### config.mk
export PLATFORM = sky130hd
export DESIGN_NAME = ex_hazard_ctrl_flat
export DESIGN_NICKNAME = d
export VERILOG_FILES = /design/src/rtl/ex_hazard_ctrl_if.sv /design/src/rtl/ex_hazard_ctrl.sv /design/src/flat_wrapper.sv
export SDC_FILE = /design/constraint.sdc
export NUM_CORES = 1
export LEC_CHECK = 0
export CAP_MARGIN = 15
export CORE_ASPECT_RATIO = 1.2
export CORE_MARGIN = 2
export CORE_UTILIZATION = 32
export CTS_CLUSTER_SIZE = 10
export DETAILED_ROUTE_END_ITERATION = 16
export PLACE_DENSITY = 0.79
export SLEW_MARGIN = 20
export SYNTH_ARGS = -nofsm -noshare
export SYNTH_HDL_FRONTEND = slang
export SYNTH_SLANG_ARGS = --single-unit
export TNS_END_PERCENT = 30
### constraint.sdc
create_clock -name clk -period 1.8 [get_ports clk]
set_input_delay 0.27 -clock clk [delete_from_list [all_inputs] [get_ports clk]]
set_output_delay 0.27 -clock clk [all_outputs]
set_load 0.02 [all_outputs]
### src/rtl/ex_hazard_ctrl_if.sv
// Hazard-controller bundle: register indices and pipeline status in, forward selects and stall/flush controls out.
interface ex_hazard_ctrl_if #(
   parameter int REG_WIDTH = 4
);
   logic [REG_WIDTH-1:0] rsD_i;
   logic [REG_WIDTH-1:0] rtD_i;
   logic                 useRsD_i;
   logic                 useRtD_i;
   logic [REG_WIDTH-1:0] src1E_i;
   logic [REG_WIDTH-1:0] src2E_i;
   logic [REG_WIDTH-1:0] WriteRegE_i;
   logic                 RegWriteE_i;
   logic                 MemReadE_i;
   logic                 FloatingE_i;
   logic [REG_WIDTH-1:0] WriteRegM_i;
   logic                 RegWriteM_i;
   logic [REG_WIDTH-1:0] WriteRegW_i;
   logic                 RegWriteW_i;
   logic                 redirectM_i;
   logic                 mem_wait_i;
   logic [1:0]           alu_src1_o;
   logic [1:0]           alu_src2_o;
   logic                 stall_IF_o;
   logic                 stall_IF_ID_o;
   logic                 stall_ID_EX_o;
   logic                 stall_EX_MEM_o;
   logic                 flush_IF_ID_o;
   logic                 flush_ID_EX_o;
   logic                 flush_EX_MEM_o;
   logic                 fp_busy_o;
   logic                 fp_done_o;

   // Pipeline side: drives stage status, consumes the controls.
   modport master (
      output rsD_i, rtD_i, useRsD_i, useRtD_i, src1E_i, src2E_i,
             WriteRegE_i, RegWriteE_i, MemReadE_i, FloatingE_i,
             WriteRegM_i, RegWriteM_i, WriteRegW_i, RegWriteW_i,
             redirectM_i, mem_wait_i,
      input  alu_src1_o, alu_src2_o, stall_IF_o, stall_IF_ID_o,
             stall_ID_EX_o, stall_EX_MEM_o, flush_IF_ID_o, flush_ID_EX_o,
             flush_EX_MEM_o, fp_busy_o, fp_done_o
   );

   // Controller side.
   modport slave (
      input  rsD_i, rtD_i, useRsD_i, useRtD_i, src1E_i, src2E_i,
             WriteRegE_i, RegWriteE_i, MemReadE_i, FloatingE_i,
             WriteRegM_i, RegWriteM_i, WriteRegW_i, RegWriteW_i,
             redirectM_i, mem_wait_i,
      output alu_src1_o, alu_src2_o, stall_IF_o, stall_IF_ID_o,
             stall_ID_EX_o, stall_EX_MEM_o, flush_IF_ID_o, flush_ID_EX_o,
             flush_EX_MEM_o, fp_busy_o, fp_done_o
   );
endinterface

### src/rtl/ex_hazard_ctrl.sv
// EX-stage hazard controller: operand forwarding, load-use stall, multi-cycle FP
// sequencing, data-memory wait and MEM-resolved redirect flushing.
// REG_WIDTH must match the REG_WIDTH of the connected interface.
module ex_hazard_ctrl #(
   parameter int REG_WIDTH = 4,
   parameter int FP_LAT    = 3
) (
   input logic             clk,
   input logic             rst,
   ex_hazard_ctrl_if.slave hz
);
   typedef enum logic {IDLE, RUN} fp_state_t;

   localparam logic [3:0] CNT_LOAD = 4'(FP_LAT - 2);

   fp_state_t state, state_next;
   logic [3:0] cnt, cnt_next;
   logic       fp_stall;
   logic       fp_done;
   logic       ld_haz;
   logic       redirect_eff;

   logic [REG_WIDTH-1:0] rs_d, rt_d, src1_e, src2_e, wr_e, wr_m, wr_w;

   assign rs_d   = hz.rsD_i;
   assign rt_d   = hz.rtD_i;
   assign src1_e = hz.src1E_i;
   assign src2_e = hz.src2E_i;
   assign wr_e   = hz.WriteRegE_i;
   assign wr_m   = hz.WriteRegM_i;
   assign wr_w   = hz.WriteRegW_i;

   // A redirect only counts once the memory stage can actually move.
   assign redirect_eff = hz.redirectM_i && !hz.mem_wait_i;

   assign ld_haz = hz.MemReadE_i && hz.RegWriteE_i &&
                   ((hz.useRsD_i && wr_e == rs_d) || (hz.useRtD_i && wr_e == rt_d));

   // Forward selects: MEM result beats WB result; register 0 is an ordinary register.
   always_comb begin
      hz.alu_src1_o = 2'd0;
      hz.alu_src2_o = 2'd0;
      if (hz.RegWriteM_i && wr_m == src1_e)      hz.alu_src1_o = 2'd1;
      else if (hz.RegWriteW_i && wr_w == src1_e) hz.alu_src1_o = 2'd2;
      if (hz.RegWriteM_i && wr_m == src2_e)      hz.alu_src2_o = 2'd1;
      else if (hz.RegWriteW_i && wr_w == src2_e) hz.alu_src2_o = 2'd2;
   end

   // FP sequencer next state: redirect aborts, memory wait freezes, otherwise count down.
   always_comb begin
      state_next = state;
      cnt_next   = cnt;
      fp_stall   = 1'b0;
      fp_done    = 1'b0;
      if (redirect_eff) begin
         state_next = IDLE;
         cnt_next   = 4'd0;
      end else if (!hz.mem_wait_i) begin
         case (state)
            IDLE: begin
               if (hz.FloatingE_i) begin
                  fp_stall   = 1'b1;
                  state_next = RUN;
                  cnt_next   = CNT_LOAD;
               end
            end
            RUN: begin
               if (cnt != 4'd0) begin
                  fp_stall = 1'b1;
                  cnt_next = cnt - 4'd1;
               end else begin
                  fp_done    = 1'b1;
                  state_next = IDLE;
               end
            end
            default: begin
               state_next = IDLE;
               cnt_next   = 4'd0;
            end
         endcase
      end
   end

   // FP sequencer state register.
   always_ff @(posedge clk) begin
      if (rst) begin
         state <= IDLE;
         cnt   <= 4'd0;
      end else begin
         state <= state_next;
         cnt   <= cnt_next;
      end
   end

   // Stall/flush resolution in priority order; everything quiet while in reset.
   always_comb begin
      hz.stall_IF_o     = 1'b0;
      hz.stall_IF_ID_o  = 1'b0;
      hz.stall_ID_EX_o  = 1'b0;
      hz.stall_EX_MEM_o = 1'b0;
      hz.flush_IF_ID_o  = 1'b0;
      hz.flush_ID_EX_o  = 1'b0;
      hz.flush_EX_MEM_o = 1'b0;
      hz.fp_done_o      = fp_done && !rst;
      hz.fp_busy_o      = (state == RUN);
      if (!rst) begin
         if (redirect_eff) begin
            hz.flush_IF_ID_o  = 1'b1;
            hz.flush_ID_EX_o  = 1'b1;
            hz.flush_EX_MEM_o = 1'b1;
         end else if (hz.mem_wait_i) begin
            hz.stall_IF_o     = 1'b1;
            hz.stall_IF_ID_o  = 1'b1;
            hz.stall_ID_EX_o  = 1'b1;
            hz.stall_EX_MEM_o = 1'b1;
         end else if (fp_stall) begin
            hz.stall_IF_o     = 1'b1;
            hz.stall_IF_ID_o  = 1'b1;
            hz.stall_ID_EX_o  = 1'b1;
            hz.flush_EX_MEM_o = 1'b1;
         end else if (ld_haz) begin
            hz.stall_IF_o     = 1'b1;
            hz.stall_IF_ID_o  = 1'b1;
            hz.flush_ID_EX_o  = 1'b1;
         end
      end
   end
endmodule

### src/flat_wrapper.sv
// flat-port wrapper written by rule: the top's interface ports become plain ports
module ex_hazard_ctrl_flat 
#(
   parameter int REG_WIDTH = 4,
   parameter int FP_LAT    = 3
)
  (clk, rst, hz_rsD_i, hz_rtD_i, hz_useRsD_i, hz_useRtD_i, hz_src1E_i, hz_src2E_i, hz_WriteRegE_i, hz_RegWriteE_i, hz_MemReadE_i, hz_FloatingE_i, hz_WriteRegM_i, hz_RegWriteM_i, hz_WriteRegW_i, hz_RegWriteW_i, hz_redirectM_i, hz_mem_wait_i, hz_alu_src1_o, hz_alu_src2_o, hz_stall_IF_o, hz_stall_IF_ID_o, hz_stall_ID_EX_o, hz_stall_EX_MEM_o, hz_flush_IF_ID_o, hz_flush_ID_EX_o, hz_flush_EX_MEM_o, hz_fp_busy_o, hz_fp_done_o);
  ex_hazard_ctrl_if #(.REG_WIDTH(REG_WIDTH)) hz_i ();
  input logic clk;
  input logic rst;
  input wire logic [$bits(hz_i.rsD_i)-1:0] hz_rsD_i;
  input wire logic [$bits(hz_i.rtD_i)-1:0] hz_rtD_i;
  input wire logic [$bits(hz_i.useRsD_i)-1:0] hz_useRsD_i;
  input wire logic [$bits(hz_i.useRtD_i)-1:0] hz_useRtD_i;
  input wire logic [$bits(hz_i.src1E_i)-1:0] hz_src1E_i;
  input wire logic [$bits(hz_i.src2E_i)-1:0] hz_src2E_i;
  input wire logic [$bits(hz_i.WriteRegE_i)-1:0] hz_WriteRegE_i;
  input wire logic [$bits(hz_i.RegWriteE_i)-1:0] hz_RegWriteE_i;
  input wire logic [$bits(hz_i.MemReadE_i)-1:0] hz_MemReadE_i;
  input wire logic [$bits(hz_i.FloatingE_i)-1:0] hz_FloatingE_i;
  input wire logic [$bits(hz_i.WriteRegM_i)-1:0] hz_WriteRegM_i;
  input wire logic [$bits(hz_i.RegWriteM_i)-1:0] hz_RegWriteM_i;
  input wire logic [$bits(hz_i.WriteRegW_i)-1:0] hz_WriteRegW_i;
  input wire logic [$bits(hz_i.RegWriteW_i)-1:0] hz_RegWriteW_i;
  input wire logic [$bits(hz_i.redirectM_i)-1:0] hz_redirectM_i;
  input wire logic [$bits(hz_i.mem_wait_i)-1:0] hz_mem_wait_i;
  output wire logic [$bits(hz_i.alu_src1_o)-1:0] hz_alu_src1_o;
  output wire logic [$bits(hz_i.alu_src2_o)-1:0] hz_alu_src2_o;
  output wire logic [$bits(hz_i.stall_IF_o)-1:0] hz_stall_IF_o;
  output wire logic [$bits(hz_i.stall_IF_ID_o)-1:0] hz_stall_IF_ID_o;
  output wire logic [$bits(hz_i.stall_ID_EX_o)-1:0] hz_stall_ID_EX_o;
  output wire logic [$bits(hz_i.stall_EX_MEM_o)-1:0] hz_stall_EX_MEM_o;
  output wire logic [$bits(hz_i.flush_IF_ID_o)-1:0] hz_flush_IF_ID_o;
  output wire logic [$bits(hz_i.flush_ID_EX_o)-1:0] hz_flush_ID_EX_o;
  output wire logic [$bits(hz_i.flush_EX_MEM_o)-1:0] hz_flush_EX_MEM_o;
  output wire logic [$bits(hz_i.fp_busy_o)-1:0] hz_fp_busy_o;
  output wire logic [$bits(hz_i.fp_done_o)-1:0] hz_fp_done_o;
  assign hz_i.rsD_i = hz_rsD_i;
  assign hz_i.rtD_i = hz_rtD_i;
  assign hz_i.useRsD_i = hz_useRsD_i;
  assign hz_i.useRtD_i = hz_useRtD_i;
  assign hz_i.src1E_i = hz_src1E_i;
  assign hz_i.src2E_i = hz_src2E_i;
  assign hz_i.WriteRegE_i = hz_WriteRegE_i;
  assign hz_i.RegWriteE_i = hz_RegWriteE_i;
  assign hz_i.MemReadE_i = hz_MemReadE_i;
  assign hz_i.FloatingE_i = hz_FloatingE_i;
  assign hz_i.WriteRegM_i = hz_WriteRegM_i;
  assign hz_i.RegWriteM_i = hz_RegWriteM_i;
  assign hz_i.WriteRegW_i = hz_WriteRegW_i;
  assign hz_i.RegWriteW_i = hz_RegWriteW_i;
  assign hz_i.redirectM_i = hz_redirectM_i;
  assign hz_i.mem_wait_i = hz_mem_wait_i;
  assign hz_alu_src1_o = hz_i.alu_src1_o;
  assign hz_alu_src2_o = hz_i.alu_src2_o;
  assign hz_stall_IF_o = hz_i.stall_IF_o;
  assign hz_stall_IF_ID_o = hz_i.stall_IF_ID_o;
  assign hz_stall_ID_EX_o = hz_i.stall_ID_EX_o;
  assign hz_stall_EX_MEM_o = hz_i.stall_EX_MEM_o;
  assign hz_flush_IF_ID_o = hz_i.flush_IF_ID_o;
  assign hz_flush_ID_EX_o = hz_i.flush_ID_EX_o;
  assign hz_flush_EX_MEM_o = hz_i.flush_EX_MEM_o;
  assign hz_fp_busy_o = hz_i.fp_busy_o;
  assign hz_fp_done_o = hz_i.fp_done_o;
  ex_hazard_ctrl #(.REG_WIDTH(REG_WIDTH), .FP_LAT(FP_LAT)) u_core (.clk(clk), .rst(rst), .hz(hz_i));
endmodule
Yosys cells after proc, flatten, opt, wreduce, memory -nomap -nowiden

Index checks and enable logic that the tools add are counted.

Memories: 0
Bits in read-only memories: 0
Bits in writable memories: 0
Register bits: 5
Output and inout port bits: 13
Word-level logic and storage cells: 66
Latch bits: 0

$lt $le $gt $ge: 0
Equality and inequality tests: 8
Bitwise logic cells: 2
Multiply operators: 0
Div/mod/pow operators: 0
Shifts and indexed selects: 0
Mux-type cells: 37
Add/subtract/negate cells: 1
Reductions and logical operators: 16

Operator list:

| operator            | count |
|---|---|
| $mux 1              | 29 |
| $eq 4x4->1          | 6 |
| $logic_and 1x1->1   | 10 |
| $mux 2              | 4 |
| $mux 4              | 2 |
| $pmux 4 s2          | 1 |
| $ne 2x2->1 const B  | 2 |
| $reduce_bool 4->1   | 1 |
| $sub 4x1->4 const B | 1 |
| $reduce_and 3->1    | 1 |
| $logic_not 1->1     | 2 |
| $not 1->1           | 2 |
| $pmux 1 s2          | 1 |
| $reduce_or 2->1     | 1 |
| $logic_or 1x1->1    | 1 |

Logic depth before layout (Yosys ltp)

Depth in word-level cells: 9
Mapped depth: 7

Worst setup path before layout

No wires, ideal clock.

Path type: register -> output
Start: register u_core.cnt[0]
End: output port hz_stall_IF_o
Arrival time: 1.761 ns
Data required time: 1.530 ns
Buffers on the path: 1
Stages on the path, launching flop included: 8
Path slack: -0.231 ns
Cell sequence: dfxtp_1 inv_1 ha_1 nor3b_4 a211oi_2 nor2_1 a21oi_1 buf_4

Longest elaborated chain between the ends: 9

Ends and longest elaborated chain:

| item                     | RTL line             | text |
|---|---|---|
| start: declaration       | ex_hazard_ctrl.sv:17 | `logic [3:0] cnt, cnt_next;` |
| start signal: assignment | ex_hazard_ctrl.sv:91 | `cnt <= cnt_next;` |
| $reduce_bool 4->1        | ex_hazard_ctrl.sv:68 | `if (cnt != 4'd0) begin` |
| $mux 1                   | ex_hazard_ctrl.sv:68 |  |
| $pmux 1 s2               | ex_hazard_ctrl.sv:59 | `case (state)` |
| $mux 1                   | ex_hazard_ctrl.sv:58 | `end else if (!hz.mem_wait_i) begin` |
| $mux 1                   | ex_hazard_ctrl.sv:55 | `if (redirect_eff) begin` |
| $mux 1 (4 in a row)      | -                    |  |
| end: declaration         | flat_wrapper.sv:29   | `output wire logic [$bits(hz_i.stall_IF_o)-1:0] hz_stall_IF_o;` |

Every way passes these cells.

Worst setup path in the final report

Start: register u_core.cnt[0]
End: output port hz_flush_ID_EX_o

Longest elaborated chain between the ends: 9

Ends and longest elaborated chain:

| item              | RTL line              | text |
|---|---|---|
| $reduce_bool 4->1 | ex_hazard_ctrl.sv:68  |  |
| $mux 1            | ex_hazard_ctrl.sv:68  |  |
| $pmux 1 s2        | ex_hazard_ctrl.sv:59  |  |
| $mux 1            | ex_hazard_ctrl.sv:58  |  |
| $mux 1            | ex_hazard_ctrl.sv:55  |  |
| $mux 1            | ex_hazard_ctrl.sv:116 | `end else if (fp_stall) begin` |
| $mux 1            | ex_hazard_ctrl.sv:111 | `end else if (hz.mem_wait_i) begin` |
| $mux 1            | ex_hazard_ctrl.sv:107 | `if (redirect_eff) begin` |
| $mux 1            | ex_hazard_ctrl.sv:106 | `if (!rst) begin` |
| end: declaration  | flat_wrapper.sv:34    | `output wire logic [$bits(hz_i.flush_ID_EX_o)-1:0] hz_flush_ID_EX_o;` |

Every way passes these cells.

==> metrics.csv <==
stage;metric;value;unit
run_status;outcome;complete, but fails checks;
run_status;failing checks;negative setup slack;
global_routing;global-route wire length before repair;3470;microns
placed_design;pre-CTS setup slack;-0.598;ns
yosys;Synth area leaders;xor2_1 25%, dfxtp_1 16%, xnor2_1 8.2%;
pwr;pwr/cell area;383;nW/um^2
clock_network;H-Tree Depth;1;
route;final wirelength;2110;microns
global_routing;antenna violations before repair;0;
global_routing;total gr overflow;0;
yosys;sequential fraction of the synthesis area;15.6;%
pwr;leakage;0.606;nW
placed_design;gpl congestion;0.766;
timing;fin crit share;106;%
die;Rows;17;
clock_network;CTS max path bufs;2;
finish;Finished Layout Cells;171;
finish;# fillers;155;
global_routing;vias in the first global route;901;
clock_network;Num CTS Buffers;3;
route;DR DRC count;0;
timing;final hold viol count;0;
yosys;Yosys top cell area share;24.6;%
die;num ports;52;
timing;Final setup viols;4;
worst_hold_path;HP Class;reg -> reg;
timing;Least-Margin Pin Slew;0.295;ns
yosys;Post-Synthesis Cells;81;
finish;share of cells above drive strength 1;32.2;%
yosys;Post-Synthesis Net Count;121;
timing;Clock Skews;0.000478;ns
global_routing;largest net degree at the start of global routing;6;
yosys;Mapped Area;642;sq um
clock_network;clock root cell;clkbuf_4;
finish;commonest non-fill, non-tap cell in the layout;clkdlybuf4s50_1;
die;core area;1870;sq um
placed_design;post-DP HPWL;1880;microns
critical_path;Setup crit end;hz_flush_ID_EX_o;
timing;min Tclk post-route;1.91;ns
timing;total negative slack;-0.324;ns
finish;leading cell types in the layout, fill and taps excluded;30 x clkdlybuf4s50_1, 24 x buf_4, 18 x xor2_1, 7 x nor2_1;
clock_network;CTS Sinks;5;
clock_network;Reg clk slew, reported paths;0.04;ns
clock_network;worst skew pair latency;0.24;ns
route;via count;857;
route;wire per inst;12.3;microns
yosys;FF+latch count, synth;5;
placed_design;port buffer count;51;
yosys;Synth Warn #;0;
finish;Final Net Count;193;
route;Detailed Route Iter0 Violations;4;
route;drt pass-1 iters;4;
timing;Final Slew Violations;0;
yosys;synthesized area per cell;7.92;sq um
die;chip width;44.9;microns
critical_path;crit path kind;reg -> out;
critical_path;worst-case reg-to-reg path depth;8;
timing;final worst slack;-0.114;ns
critical_path;CP required;1.53;ns
critical_path;arrival time worst endpoint;1.64;ns
critical_path;worst r2r src;u_core.cnt[0]$_SDFFE_PP0P_;
clock_network;hold_buf cts;0;
yosys;cell taking the most area after synthesis;xor2_1;
run;max-cap check violation count;0;
critical_path;Critical R2R Capture;u_core.cnt[1]$_SDFFE_PP0P_;
timing;Slew Limit Headroom;80.2;%
route;via density per instance;5.01;
finish;antenna fix cells;0;
yosys;Unique masters post-synth;28;
die;full die area;2380;sq um
critical_path;Worst setup EP type;output pin;
die;initial core utilization;34.3;%
timing;Max Clk Rate;522;MHz
clock_network;CTS tree;done;
global_routing;Overall Global Routing Usage;19.6;%
finish;final core occ;72.7;%
critical_path;R2R setup slack;0.21;ns
route;Final ANT Viol Nets;0;
placed_design;DP Cell Count;165;
timing;RSZ-0062 raised after global routing;true;
pwr;VDD IR max;0.269;mV
die;Die H;53.1;microns
finish;Area Growth Syn to Fin;112;%
critical_path;critical path fanouts, max;3;
critical_path;Worst Setup Start Kind;flip-flop;
critical_path;Critical Path Source;u_core.cnt[0]$_SDFFE_PP0P_;
-- how the worst min path moves through the flow --
stage	from	to	slack, ns	cells past startpoint
after floorplan	u_core.cnt[0]$_SDFFE_PP0P_	u_core.cnt[0]$_SDFFE_PP0P_	0.42	1
after global placement	u_core.cnt[0]$_SDFFE_PP0P_	u_core.cnt[0]$_SDFFE_PP0P_	0.51	2
after detailed placement	u_core.cnt[0]$_SDFFE_PP0P_	u_core.cnt[0]$_SDFFE_PP0P_	0.53	2
after CTS	u_core.cnt[0]$_SDFFE_PP0P_	u_core.cnt[0]$_SDFFE_PP0P_	0.55	2
after global routing	u_core.cnt[0]$_SDFFE_PP0P_	u_core.cnt[0]$_SDFFE_PP0P_	0.56	2
final	u_core.cnt[0]$_SDFFE_PP0P_	u_core.cnt[0]$_SDFFE_PP0P_	0.54	2
-- worst max-delay path, cell delays in order (launching register included) --
cell and delay [ns]:
dfxtp_2 0.32, inv_2 0.06, ha_4 0.14, nor3b_4 0.20, a211oi_2 0.11, or3_1 0.33
o22ai_2 0.11, buf_6 0.14
-- cell usage after synthesis, drive strengths merged --
master and instances:
dfxtp 5, o21ai 1, nor2b 2, ha 1, a311oi 1, buf 3
nor4bb 1, nor2 9, a22oi 1, nor3 3, nor3b 2, nand3b 1
a211oi 2, nand2 3, xor2 18, a21oi 5, or3 1, xnor2 6
nand3 2, nand2b 3, nand4 2, nor4 4, inv 3, o22ai 1
a211o 1
-- metrics by stage --
stage	total power, W	hold WS [ns]	area, sq um
floorplan	0.000224	0.425	649
global placement	0.000382	0.512	1290
detailed placement	0.000388	0.526	1290
CTS	0.000518	0.548	1310
global route	0.000557	0.564	1360
finish	0.000521	0.541	1360
-- what timing repair did --
action,CTS,global route
endpoints found under the setup margin,12,8
gates resized for setup,57,15
pin swaps,13,7
buffers inserted,0,2
-- registers in the layout (all words and copies together), names as in the netlist --
name / count
u_core.cnt: 4
u_core.hz.fp_busy_o: 1
-- power by group --
| part | leakage, nW | internal, W | switching (W) |
|---|---|---|---|
| logic | 0.550 | 0.000161 | 0.000116 |
| clock network | 0.0150 | 0.0000837 | 0.0000441 |
| registers | 0.0415 | 0.000115 | 0.00000265 |
| total | 0.606 | 0.000359 | 0.000162 |
-- cell families (layout without fill, tap and decap cells) --
logic type                 Yosys count  count (layout)  share of synthesized area [%]
AOI/OAI and AO/OA                   12              12                           13.6
xor gates and xnor gates            24              24                           32.7
adders and majority gates            1               1                           1.95
buffers and inverters                6              77                           4.87
DFF                                  5               5                           15.6
and+or+nand+nor                     33              33                           31.2
-- metal layers --
metal	vias to the layer above	global-route usage, %	wire [microns]
li1	424	-	-
met1	366	18.7	721
met2	63	37.2	1060
met3	4	6.48	294
met4	0	8.33	31
met5	-	0	0
-- area by class of cell --
type	count	area, sq um	area share, %
multi-input combinational	70	566	41.6
timing repair buffer	70	631	46.4
inverter	3	11.3	0.828
clock buffer	4	26.3	1.93
sequential	5	103	7.54
tap	19	23.8	1.75
(Power assumes the default switching activity.)
